## config.mk

```make
export PLATFORM = sky130hd
export DESIGN_NAME = store_buffer
export DESIGN_NICKNAME = d
export VERILOG_FILES = /design/src/rtl/store_buffer.sv
export SDC_FILE = /design/constraint.sdc
export NUM_CORES = 1
export LEC_CHECK = 0
export CORE_ASPECT_RATIO = 1.2
export CORE_MARGIN = 8
export CORE_UTILIZATION = 46
export CTS_CLUSTER_DIAMETER = 80
export DETAILED_ROUTE_END_ITERATION = 8
export PLACE_DENSITY_LB_ADDON = 0.3
export SLEW_MARGIN = 20
export SYNTH_ARGS = -nofsm -noshare
export SYNTH_HDL_FRONTEND = slang
export SYNTH_SLANG_ARGS = --single-unit
```

## constraint.sdc

```tcl
create_clock -name clk -period 14.9 [get_ports clk]
set_input_delay 4.47 -clock clk [delete_from_list [all_inputs] [get_ports clk]]
set_output_delay 4.47 -clock clk [all_outputs]
set_load 0.1 [all_outputs]
```

## src/rtl/store_buffer.sv

```systemverilog
// store_buffer: write-posting FIFO that holds retired stores and drains them to the shared data-memory port.
// Optional macro STORE_FWD_EN: a word load whose youngest matching store is a word store is served from the buffer.
module store_buffer #(
  parameter int DEPTH = 4,
  parameter int CW    = 3
) (
  input  logic          clk,
  input  logic          reset,
  input  logic          st_valid,
  output logic          st_ready,
  input  logic [31:0]   st_addr,
  input  logic [31:0]   st_data,
  input  logic [2:0]    st_op,
  input  logic [31:0]   st_pc,
  input  logic [31:0]   st_instr,
  input  logic          ld_valid,
  input  logic [31:0]   ld_addr,
  input  logic [2:0]    ld_op,
  output logic          ld_stall,
  output logic          ld_fwd_valid,
  output logic [31:0]   ld_fwd_data,
  input  logic          drain_req,
  output logic          empty,
  output logic [CW-1:0] count,
  output logic          dm_we,
  output logic [31:0]   dm_a,
  output logic [31:0]   dm_wd,
  output logic [2:0]    dm_op,
  output logic [31:0]   dm_pc,
  output logic [31:0]   dm_instr
);
  localparam int PW = $clog2(DEPTH);
`ifdef STORE_FWD_EN
  localparam logic [2:0] DM_W = 3'd0;
`endif

  logic [31:0] addr_mem  [DEPTH];
  logic [31:0] data_mem  [DEPTH];
  logic [2:0]  op_mem    [DEPTH];
  logic [31:0] pc_mem    [DEPTH];
  logic [31:0] instr_mem [DEPTH];

  logic [PW-1:0] wr_ptr, rd_ptr, idx;
  logic [CW-1:0] count_q, count_next;
  logic          drain_pend;
  logic          push, pop, hit, ld_port;
`ifdef STORE_FWD_EN
  logic          fwd_ok;
  logic [31:0]   fwd_data;
`endif

  assign empty    = (count_q == '0);
  assign count    = count_q;
  // Once a flush is requested, pushes stay blocked until everything already posted has reached memory.
  assign st_ready = (count_q < CW'(DEPTH)) && !drain_pend && !(drain_req && !empty);
  assign push     = st_valid && st_ready;

  // Scan oldest to youngest so the last match seen is the youngest store to that word.
  always_comb begin
    // NOTE: every always_comb output gets a default first so no path can infer a latch.
    hit = 1'b0;
    idx = rd_ptr;
`ifdef STORE_FWD_EN
    fwd_ok   = 1'b0;
    fwd_data = '0;
`endif
    for (int k = 0; k < DEPTH; k++) begin
      idx = rd_ptr + PW'(k);
      if ((CW'(k) < count_q) && (addr_mem[idx][31:2] == ld_addr[31:2])) begin
        hit = 1'b1;
`ifdef STORE_FWD_EN
        fwd_ok   = (op_mem[idx] == DM_W) && (ld_op == DM_W);
        fwd_data = data_mem[idx];
`endif
      end
    end
    if (push && (st_addr[31:2] == ld_addr[31:2])) begin
      hit = 1'b1;
`ifdef STORE_FWD_EN
      fwd_ok   = (st_op == DM_W) && (ld_op == DM_W);
      fwd_data = st_data;
`endif
    end
    if (!ld_valid || reset) hit = 1'b0;
  end

`ifdef STORE_FWD_EN
  assign ld_fwd_valid = hit && fwd_ok;
  assign ld_fwd_data  = ld_fwd_valid ? fwd_data : '0;
`else
  assign ld_fwd_valid = 1'b0;
  assign ld_fwd_data  = '0;
`endif
  assign ld_stall = hit && !ld_fwd_valid;

  // A clean load owns the port; otherwise the head entry drains.
  assign ld_port = ld_valid && !hit;
  assign pop     = !ld_port && !empty;

  always_comb begin
    dm_we    = pop;
    dm_a     = ld_addr;
    dm_op    = ld_op;
    dm_wd    = '0;
    dm_pc    = '0;
    dm_instr = '0;
    if (pop) begin
      dm_a     = addr_mem[rd_ptr];
      dm_wd    = data_mem[rd_ptr];
      dm_op    = op_mem[rd_ptr];
      dm_pc    = pc_mem[rd_ptr];
      dm_instr = instr_mem[rd_ptr];
    end
  end

  assign count_next = count_q + CW'(push) - CW'(pop);

  always_ff @(posedge clk or posedge reset) begin
    if (reset) begin
      wr_ptr     <= '0;
      rd_ptr     <= '0;
      count_q    <= '0;
      drain_pend <= 1'b0;
    end else begin
      // NOTE: state registers use non-blocking assignment so every update sees pre-edge values.
      if (push) wr_ptr <= wr_ptr + PW'(1);
      if (pop)  rd_ptr <= rd_ptr + PW'(1);
      count_q    <= count_next;
      drain_pend <= (drain_pend || drain_req) && (count_next != '0);
    end
  end

  // NOTE: entry storage is not reset; the pointers and count alone decide which entries are live.
  always_ff @(posedge clk) begin
    if (push) begin
      addr_mem[wr_ptr]  <= st_addr;
      data_mem[wr_ptr]  <= st_data;
      op_mem[wr_ptr]    <= st_op;
      pc_mem[wr_ptr]    <= st_pc;
      instr_mem[wr_ptr] <= st_instr;
    end
  end
endmodule

```

---- Word-level counts from Yosys, hierarchy flattened ----
Memory sizes are Yosys's and may differ from the RTL's.
Index checks and enable logic that the tools add are counted.
cells by class
  multiplexer cells ....................... 13
  shift operators ......................... 0
  order comparisons ....................... 5
  reduce and logical (&&, ||, !) cells .... 22
  bitwise logic cells ..................... 0
  equal/unequal tests ..................... 5
  add/subtract/negate cells ............... 6
  div/mod/pow operators ................... 0
  multipliers ............................. 0
operators by type and width
  kind                                                number
  == test 30 bit                                      5
  two-way mux 32 bit                                  4
  logical AND 1 bit                                   12
  two-way mux 1 bit                                   8
  logical NOT 1 bit                                   6
  < comparator 1 x 3 -> 1 bit (first input constant)  2
  < comparator 2 x 3 -> 1 bit (first input constant)  2
  adder 2 x 1 -> 2 bit (second input constant)        2
  adder 2 bit (second input constant)                 2
  adder 3 x 1 -> 3 bit                                1
  logical NOT 3 bit                                   1
  < comparator 3 bit (second input constant)          1
  two-way mux 3 bit                                   1
  nonzero test 3 bit                                  1
  subtractor 3 x 1 -> 3 bit                           1
  logical OR 1 bit                                    2
storage, ports and cells
  bits in writable memories ............... 524
  output and inout bits ................... 171
  register bits ........................... 8
  word-level logic and storage cells ...... 60
  memories ................................ 5
  input bits .............................. 171
  latch bits .............................. 0
  ROM bits ................................ 0
memory list
  memory     depth  width  read ports  clocked after memory_dff  wr ports  RTL line  source
  addr_mem   4      32     4           0                         1         37        logic [31:0] addr_mem [DEPTH];
  data_mem   4      32     1           0                         1         38        logic [31:0] data_mem [DEPTH];
  instr_mem  4      32     1           0                         1         41        logic [31:0] instr_mem [DEPTH];
  pc_mem     4      32     1           0                         1         40        logic [31:0] pc_mem [DEPTH];
  op_mem     4      3      1           0                         1         39        logic [2:0] op_mem [DEPTH];

---- Logic depth before layout (Yosys ltp) ----
Gate-level depths: netlist (run 1).
  depth in word-level cells ............... 16
  gate-level depth with buffers ........... 21
  gate-level depth less buffers ........... 16

---- Worst setup path before layout (run 1) ----
No wires, ideal clock.
  path type ............................... input to output
  start ................................... in drain_req
  end ..................................... out dm_a[21]
  arrival time ............................ 9.740 ns
  stages on the path ...................... 8
  path slack .............................. 0.690 ns
  required time ........................... 10.430 ns
  buffers on the path ..................... 0
  path through ............................ o21a_1 > nor3_1 > and2_0 > nand3_1 > o211ai_2 > o21ai_1 > and2_4 > o21ai_0
on the way
  word-level cells in the longest chain between the ends .. 12
ends and longest elaborated chain
  item                RTL line  source
  start: declaration  22        input logic drain_req,
  logical AND 1 bit   55        assign st_ready = (count_q < CW'(DEPTH)) && !drain_pend && !(drain_req && !empty);
  logical NOT 1 bit   55
  logical AND 1 bit   55
  via st_ready        10        output logic st_ready,
  logical AND 1 bit   56        assign push = st_valid && st_ready;
  logical AND 1 bit   77        if (push && (st_addr[31:2] == ld_addr[31:2])) begin
  two-way mux 1 bit   77
  two-way mux 1 bit   84        if (!ld_valid || reset) hit = 1'b0;
  logical NOT 1 bit   97        assign ld_port = ld_valid && !hit;
  logical AND 1 bit   97
  logical NOT 1 bit   98        assign pop = !ld_port && !empty;
  logical AND 1 bit   98
  two-way mux 32 bit  107       if (pop) begin
  end: declaration    26        output logic [31:0] dm_a,
The timed path passes the listed nets, and every way through them passes these cells.

---- Worst setup path after layout (run 1) ----
  start ................................... in ld_addr[7]
  end ..................................... out dm_a[21]
on the way
  word-level cells in the longest chain between the ends .. 13
  elaborated cells on any way between the ends .. 21
  classes of those cells .................. eq/ne (5); mux (7); reduce/logical (9)
ends and longest elaborated chain
  item                             RTL line  source
  start: declaration               17        input logic [31:0] ld_addr,
  == test 30 bit                   69        if ((CW'(k) < count_q) && (addr_mem[idx][31:2] == ld_addr[31:2])) begin
  logical AND 1 bit                69
  two-way mux 1 bit (4 in series)  69
  two-way mux 1 bit (*)            77
  two-way mux 1 bit (*)            84
  logical NOT 1 bit (*)            97
  logical AND 1 bit (*)            97
  logical NOT 1 bit (*)            98
  logical AND 1 bit (*)            98
  two-way mux 32 bit (*)           107
Every way passes the cells marked *; elsewhere a longest branch is shown, timed or not.

==> flow_summary.ini, run 1 <==
[clock_tree]
cts_buffers = 53
cts-resized-gates = 0
cts_root_buf = clkbuf_16
htree_levels = 2
clk_latency_ns = 0.61
ctsHoldBuffers = 0
cts_buffer_depth = 3
clk_pin_slew_worst_paths_ns = 0.06
postCtsSetupRepairBufs = 0
cts_tree = done
cts_num_sinks = 532

[synth]
synth.distinct_cells = 66
synthFlopType = edfxtp_1
synth-async-reset-ratio = 0.0150
yosysTopAreaCell = edfxtp_1
syn_avg_cell_area_um2 = 18.0
synth-edff-count = 524
netlist_area_um2 = 25100
yosys.area.top_type_share = 0.626
yosys_warnings = 0
synthCells = 1399
ys_top_cells_by_area = edfxtp_1 (63%), mux4_2 (15%), mux2i_1 (4.0%)
ys_seq_elements = 532
ys_seq_area_frac = 0.634

[sta]
setup_violations = 0
hold_viol = 0
max_freq_mhz = 75.3
rsz0062_at_grt = no
holdWs_ns = 0.520
slew_headroom = 0.241
clock_skew_ns = 0.0208
slew_viol_final = 0
tightest_slew_ns = 1.13
tns_ns = 0
fin_crit_sh = 0.892
finalCriticalPeriod_ns = 13.28

[critical_path]
cp-start-kind = primary input
r2r_cells = 15
crit_slowest_cell = clkdlybuf4s50_1
path_cells = clkdlybuf4s50_1 -> xnor2_1 -> nand4_1 -> nor4_1 -> nand3_1 -> o211ai_2 -> o21ai_1 -> and2_4 -> o21ai_0 -> clkdlybuf4s50_1
reg2reg_slack_ns = 8.44
worst_ep_arrival_time_ns = 8.81
max_stage_delay_ns = 1.24
r2r-start = rd_ptr[0]
worst_setup_path_end_kind = output pin
cp-endpoint = dm_a[21]
critical_path_class = primary input to output pin
crit_top_cell = clkdlybuf4s50_1
crit_fanout = 7
r2r-end = drain_pend
startpoint = ld_addr[7]
worstPathRequired_ns = 10.43

[place]
dp.final_hpwl_um = 45100
dpl.cell_count = 2346
gp_congestion = 0.901
io_buffer_count = 308

[floorplan]
num_rows = 94
start_util = 0.462
die_w_um = 229
die_area_um2 = 62400
ios = 342
die_h_um = 272
core_area_um2 = 54500

[grt]
antenna_found_initial = 12
track_usage = 0.204
gr-total-overflow = 0
grt_max_degree = 87
grt_pass1_wl_um = 96300
grt_pass1_vias = 14807

[layout]
finalNetCount = 1861
synthToLayoutAreaGrowth_pct = 19.0
final_common_cell = edfxtp_1
final_core_util = 0.549
regArea_um2 = 15900
multiInputGateArea_um2 = 8430
final_cell_mix = edfxtp_1 (524), clkdlybuf4s50_1 (177), mux4_2 (169), buf_4 (148), xnor2_1 (103)
final_cells = 2446
n_fill_cell = 4272
drive_gt1_frac = 0.241

[detailed_routing]
wl_um = 65200
drc = 0
wl_per_cell_um = 26.7
drt_iter0_drc = 1057
ant_nets = 0
first_pass_iters = 5
num_vias = 13810
vias_per_cell = 5.65

[power]
cellPowerDensity_nw_per_um2 = 198
ir_drop_v = 0.000242
p_leak_nw = 10.0

[hold_path]
whs_path_depth = 1
min_path_type = flop to flop

[run_status]
status = finished clean

[job]
maxCapViolations = 0
-- sequential cells by signal, summed over array words and instances, names as in the netlist --
signal and count:
count 3, op_mem 12, pc_mem 128, rd_ptr 2, data_mem 128, addr_mem 128, wr_ptr 2, drain_pend 1
instr_mem 128
-- metrics by stage --
step	setup slack, ns	area [µm²]	power, mW
after floorplan	0.690	25300	4.09
after global placement	1.69	28200	4.71
after detailed placement	1.57	28200	4.71
after CTS	1.57	29900	5.99
after global routing	1.44	29900	6.15
final	1.62	29900	5.93
-- critical path: cells and delay by family --
| family | cells | cell delay (ns) |
|---|---|---|
| and+or+nand+nor | 4 | 1.27 |
| buffers and inverters | 2 | 1.92 |
| xor gates and xnor gates | 1 | 0.50 |
| AOI/OAI and AO/OA | 3 | 0.65 |
-- power breakdown --
group | total (mW) | leakage [nW] | internal, mW | switching, mW
combinational | 2.87 | 4.43 | 0.942 | 1.92
clock | 1.27 | 0.809 | 0.706 | 0.568
sequential | 1.79 | 4.81 | 1.71 | 0.0835
-- synthesized netlist by cell type (8+ instances only) --
cell / n
buf_4: 47
nand4_1: 24
nor4_1: 9
buf_6: 20
mux4_2: 169
a21oi_1: 9
mux2_1: 34
nand3_1: 11
inv_1: 14
ha_1: 8
edfxtp_1: 524
mux2i_1: 101
o21ai_0: 13
dfrtp_1: 8
nand2_1: 20
xor2_1: 36
buf_2: 10
xnor2_1: 103
clkbuf_1: 46
and2_1: 96
-- kinds of logic (layout without fill, tap and decap cells) --
| kind of cell | Yosys count | after routing | synth area share |
|---|---|---|---|
| multiplexers | 312 | 312 | 0.211 |
| flip-flops | 532 | 532 | 0.634 |
| XOR/XNOR | 139 | 139 | 0.0484 |
| adder cells (fa/ha/maj) | 9 | 9 | 0.00478 |
| other | 1 | 37 | 0.000149 |
| AO/OA/AOI/OAI | 77 | 77 | 0.0232 |
| AND/OR/NAND/NOR | 182 | 182 | 0.0428 |
| buffers and inverters | 147 | 438 | 0.0360 |
-- routing by layer --
layer  vias up  track usage  wire length [µm]
met5         -            0                86
met4        12       0.0678              2050
met3       100       0.0541              4420
met2       417        0.346             33100
met1      7190        0.253             25600
li1       6091            -                 -
-- worst min path at each step --
stage,startpoint,endpoint,slack (ns)
finish,drain_pend,drain_pend,0.52
global route,drain_pend,drain_pend,0.54
global placement,drain_pend,drain_pend,0.49
floorplan,drain_pend,drain_pend,0.47
CTS,drain_pend,drain_pend,0.52
detailed placement,drain_pend,drain_pend,0.51
-- layout make-up --
cell class | instances | area share
flip-flops and latches | 532 | 0.533
multi-input cells | 752 | 0.282
repair buffers | 326 | 0.0968
clock buffers | 64 | 0.0464
well taps | 720 | 0.0301
clock inverters | 32 | 0.00925
inverters | 16 | 0.00218
diodes | 4 | 0.000335
No activity file was read; power rests on OpenSTA's default activity.
==> run 2: changes to the inputs <==
--- a/config.mk
+++ b/config.mk
@@ -11,6 +11,7 @@
 export CTS_CLUSTER_DIAMETER = 80
 export DETAILED_ROUTE_END_ITERATION = 8
 export PLACE_DENSITY_LB_ADDON = 0.3
+export SKIP_CTS_REPAIR_TIMING = 1
 export SLEW_MARGIN = 20
 export SYNTH_ARGS = -nofsm -noshare
 export SYNTH_HDL_FRONTEND = slang
==> results of run 2 <==
Final layout, timing and power as in run 1 (identical DEF).
==> run 3: changes to the inputs <==
--- a/config.mk
+++ b/config.mk
@@ -10,6 +10,7 @@
 export CORE_UTILIZATION = 46
 export CTS_CLUSTER_DIAMETER = 80
 export DETAILED_ROUTE_END_ITERATION = 8
+export GPL_TIMING_DRIVEN = 0
 export PLACE_DENSITY_LB_ADDON = 0.3
 export SKIP_CTS_REPAIR_TIMING = 1
 export SLEW_MARGIN = 20
==> run 3 against run 2 <==
Fmax decreased by 4.4%. Sequential cell count is the same. Combinational power rose by 12%. Global-route usage is 3.3 points higher. Clock power is 9% higher. First-iteration DRC count is 12% higher. Critical path depth rose by 4. Count of clock-buffer cells in the layout shrank 4. Sequential share of layout area shrank 2.2 points.
==> flow_summary.ini, run 3 (same netlist as run 1, synthesis figures left out) <==
[sta]
slew_viol_final = 0
fin_crit_sh = 0.933
clock_skew_ns = 0.0113
max_freq_mhz = 72.0
hold_viol = 0
tightest_slew_ns = 1.14
tns_ns = 0
rsz0062_at_grt = no
slew_headroom = 0.236
finalCriticalPeriod_ns = 13.90
setup_violations = 0

[grt]
track_usage = 0.237
grt_pass1_wl_um = 109000
grt_pass1_vias = 15717
grt_max_degree = 43
antenna_found_initial = 17
gr-total-overflow = 0

[job]
maxCapViolations = 0

[layout]
final_cell_mix = edfxtp_1 (524), clkdlybuf4s50_1 (285), mux4_2 (169), xnor2_1 (103), mux2i_1 (101)
drive_gt1_frac = 0.199
n_fill_cell = 4200
finalNetCount = 1963
final_cells = 2555
final_common_cell = edfxtp_1
synthToLayoutAreaGrowth_pct = 24.1

[clock_tree]
cts_buffers = 52
clk_latency_ns = 0.60
cts_num_sinks = 532
cts_buffer_depth = 3
cts_tree = done
htree_levels = 2
cts_root_buf = clkbuf_16
clk_pin_slew_worst_paths_ns = 0.06

[critical_path]
critical_path_class = primary input to output pin
path_cells = clkdlybuf4s50_1 -> buf_1 -> a22oi_1 -> o221ai_1 -> nor4_1 -> o2111ai_1 -> o211ai_2 -> o21ai_1 -> and2_4 -> inv_4 -> buf_8 -> buf_6 -> and2_1 -> clkdlybuf4s50_1
reg2reg_slack_ns = 9.17
r2r-end = drain_pend
r2r-start = rd_ptr[1]
worstPathRequired_ns = 10.43
cp-start-kind = primary input
worst_ep_arrival_time_ns = 9.43
worst_setup_path_end_kind = output pin
max_stage_delay_ns = 1.15
crit_top_cell = clkdlybuf4s50_1
crit_fanout = 11
crit_slowest_cell = clkdlybuf4s50_1
r2r_cells = 19

[hold_path]
min_from = drain_pend
hold_path_end = drain_pend
whs_path_depth = 1
min_path_type = flop to flop

[place]
dp.final_hpwl_um = 54600
dpl.cell_count = 2449
io_buffer_count = 285
gp_congestion = 0.939

[detailed_routing]
drt_iter0_drc = 1188
first_pass_iters = 5
drc = 0
num_vias = 14740
vias_per_cell = 5.77
wl_um = 75100
wl_per_cell_um = 29.4
ant_nets = 0

[floorplan]
die_h_um = 272
die_w_um = 229
die_area_um2 = 62400
core_area_um2 = 54500
ios = 342
start_util = 0.462
num_rows = 94

[power]
p_leak_nw = 10.4
ir_drop_v = 0.000183
cellPowerDensity_nw_per_um2 = 203

[run_status]
status = finished clean
run 3: cell types whose count changed in the layout (fill, tap and decap cells not counted), moves of 9 or more:
cell | before | now
clkdlybuf4s50_1 | 177 | 285
buf_4 | 148 | 47
clkbuf_1 | 10 | 53
buf_6 | 1 | 21
buf_2 | 0 | 10
buf_16 | 0 | 9
run 3: worst max path at each step:
stage	cells after the start	startpoint	slack (ns)	end
2_1_floorplan	8	drain_req	0.69	dm_a[21]
3_3_place_gp	13	ld_addr[5]	0.99	dm_wd[24]
3_5_place_dp	13	ld_addr[5]	0.99	dm_wd[24]
4_1_cts	13	ld_addr[5]	0.99	dm_wd[24]
5_1_grt	14	ld_addr[5]	0.93	dm_wd[24]
6_report	14	ld_addr[5]	1.00	dm_wd[24]
run 3: layout make-up:
cell class	count	area [µm²]	share of cell area
Antenna cell	8	20.0	0.000642
Buffer	131	843	0.0270
Clock buffer	60	1350	0.0434
Clock inverter	38	467	0.0150
Inverter	16	62.6	0.00201
Multi-Input combinational cell	752	8430	0.270
Sequential cell	532	15900	0.511
Tap cell	720	901	0.0289
Timing Repair Buffer	298	3170	0.102
run 3: critical path: cells and delay by family:
kind | cells | cell delay [ns]
buf+inv | 6 | 2.54
compound gates | 5 | 1.38
simple gates | 3 | 0.98
run 3: metrics by stage:
stage | hold slack (ns) | util | instance area (µm²) | worst slack (ns) | power, mW
after floorplan | 0.472 | - | 25300 | 0.690 | 4.09
final | 0.515 | 0.573 | 31200 | 1.00 | 6.33
after CTS | 0.515 | 0.572 | 31200 | 0.987 | 6.37
after global routing | 0.530 | 0.573 | 31200 | 0.925 | 6.52
after detailed placement | 0.501 | 0.539 | 29300 | 0.992 | 4.98
after global placement | 0.482 | 0.533 | 29000 | 0.991 | 4.98
run 3: metal layers:
metal | up-vias | wire length [µm] | part of all wire | GRT usage
met3 | 136 | 5740 | 0.076 | 0.0616
li1 | 6325 | - | - | -
met1 | 7645 | 28000 | 0.37 | 0.284
met5 | - | 93 | 0.0012 | 0
met2 | 618 | 38500 | 0.51 | 0.408
met4 | 16 | 2840 | 0.038 | 0.0945
run 3: power breakdown:
part,leakage (nW),switching (mW),total (mW),internal [mW]
Sequential,4.81,0.0265,1.73,1.71
Clock,0.889,0.569,1.38,0.816
Combinational,4.68,2.15,3.21,1.06
Total,10.4,2.75,6.33,3.58
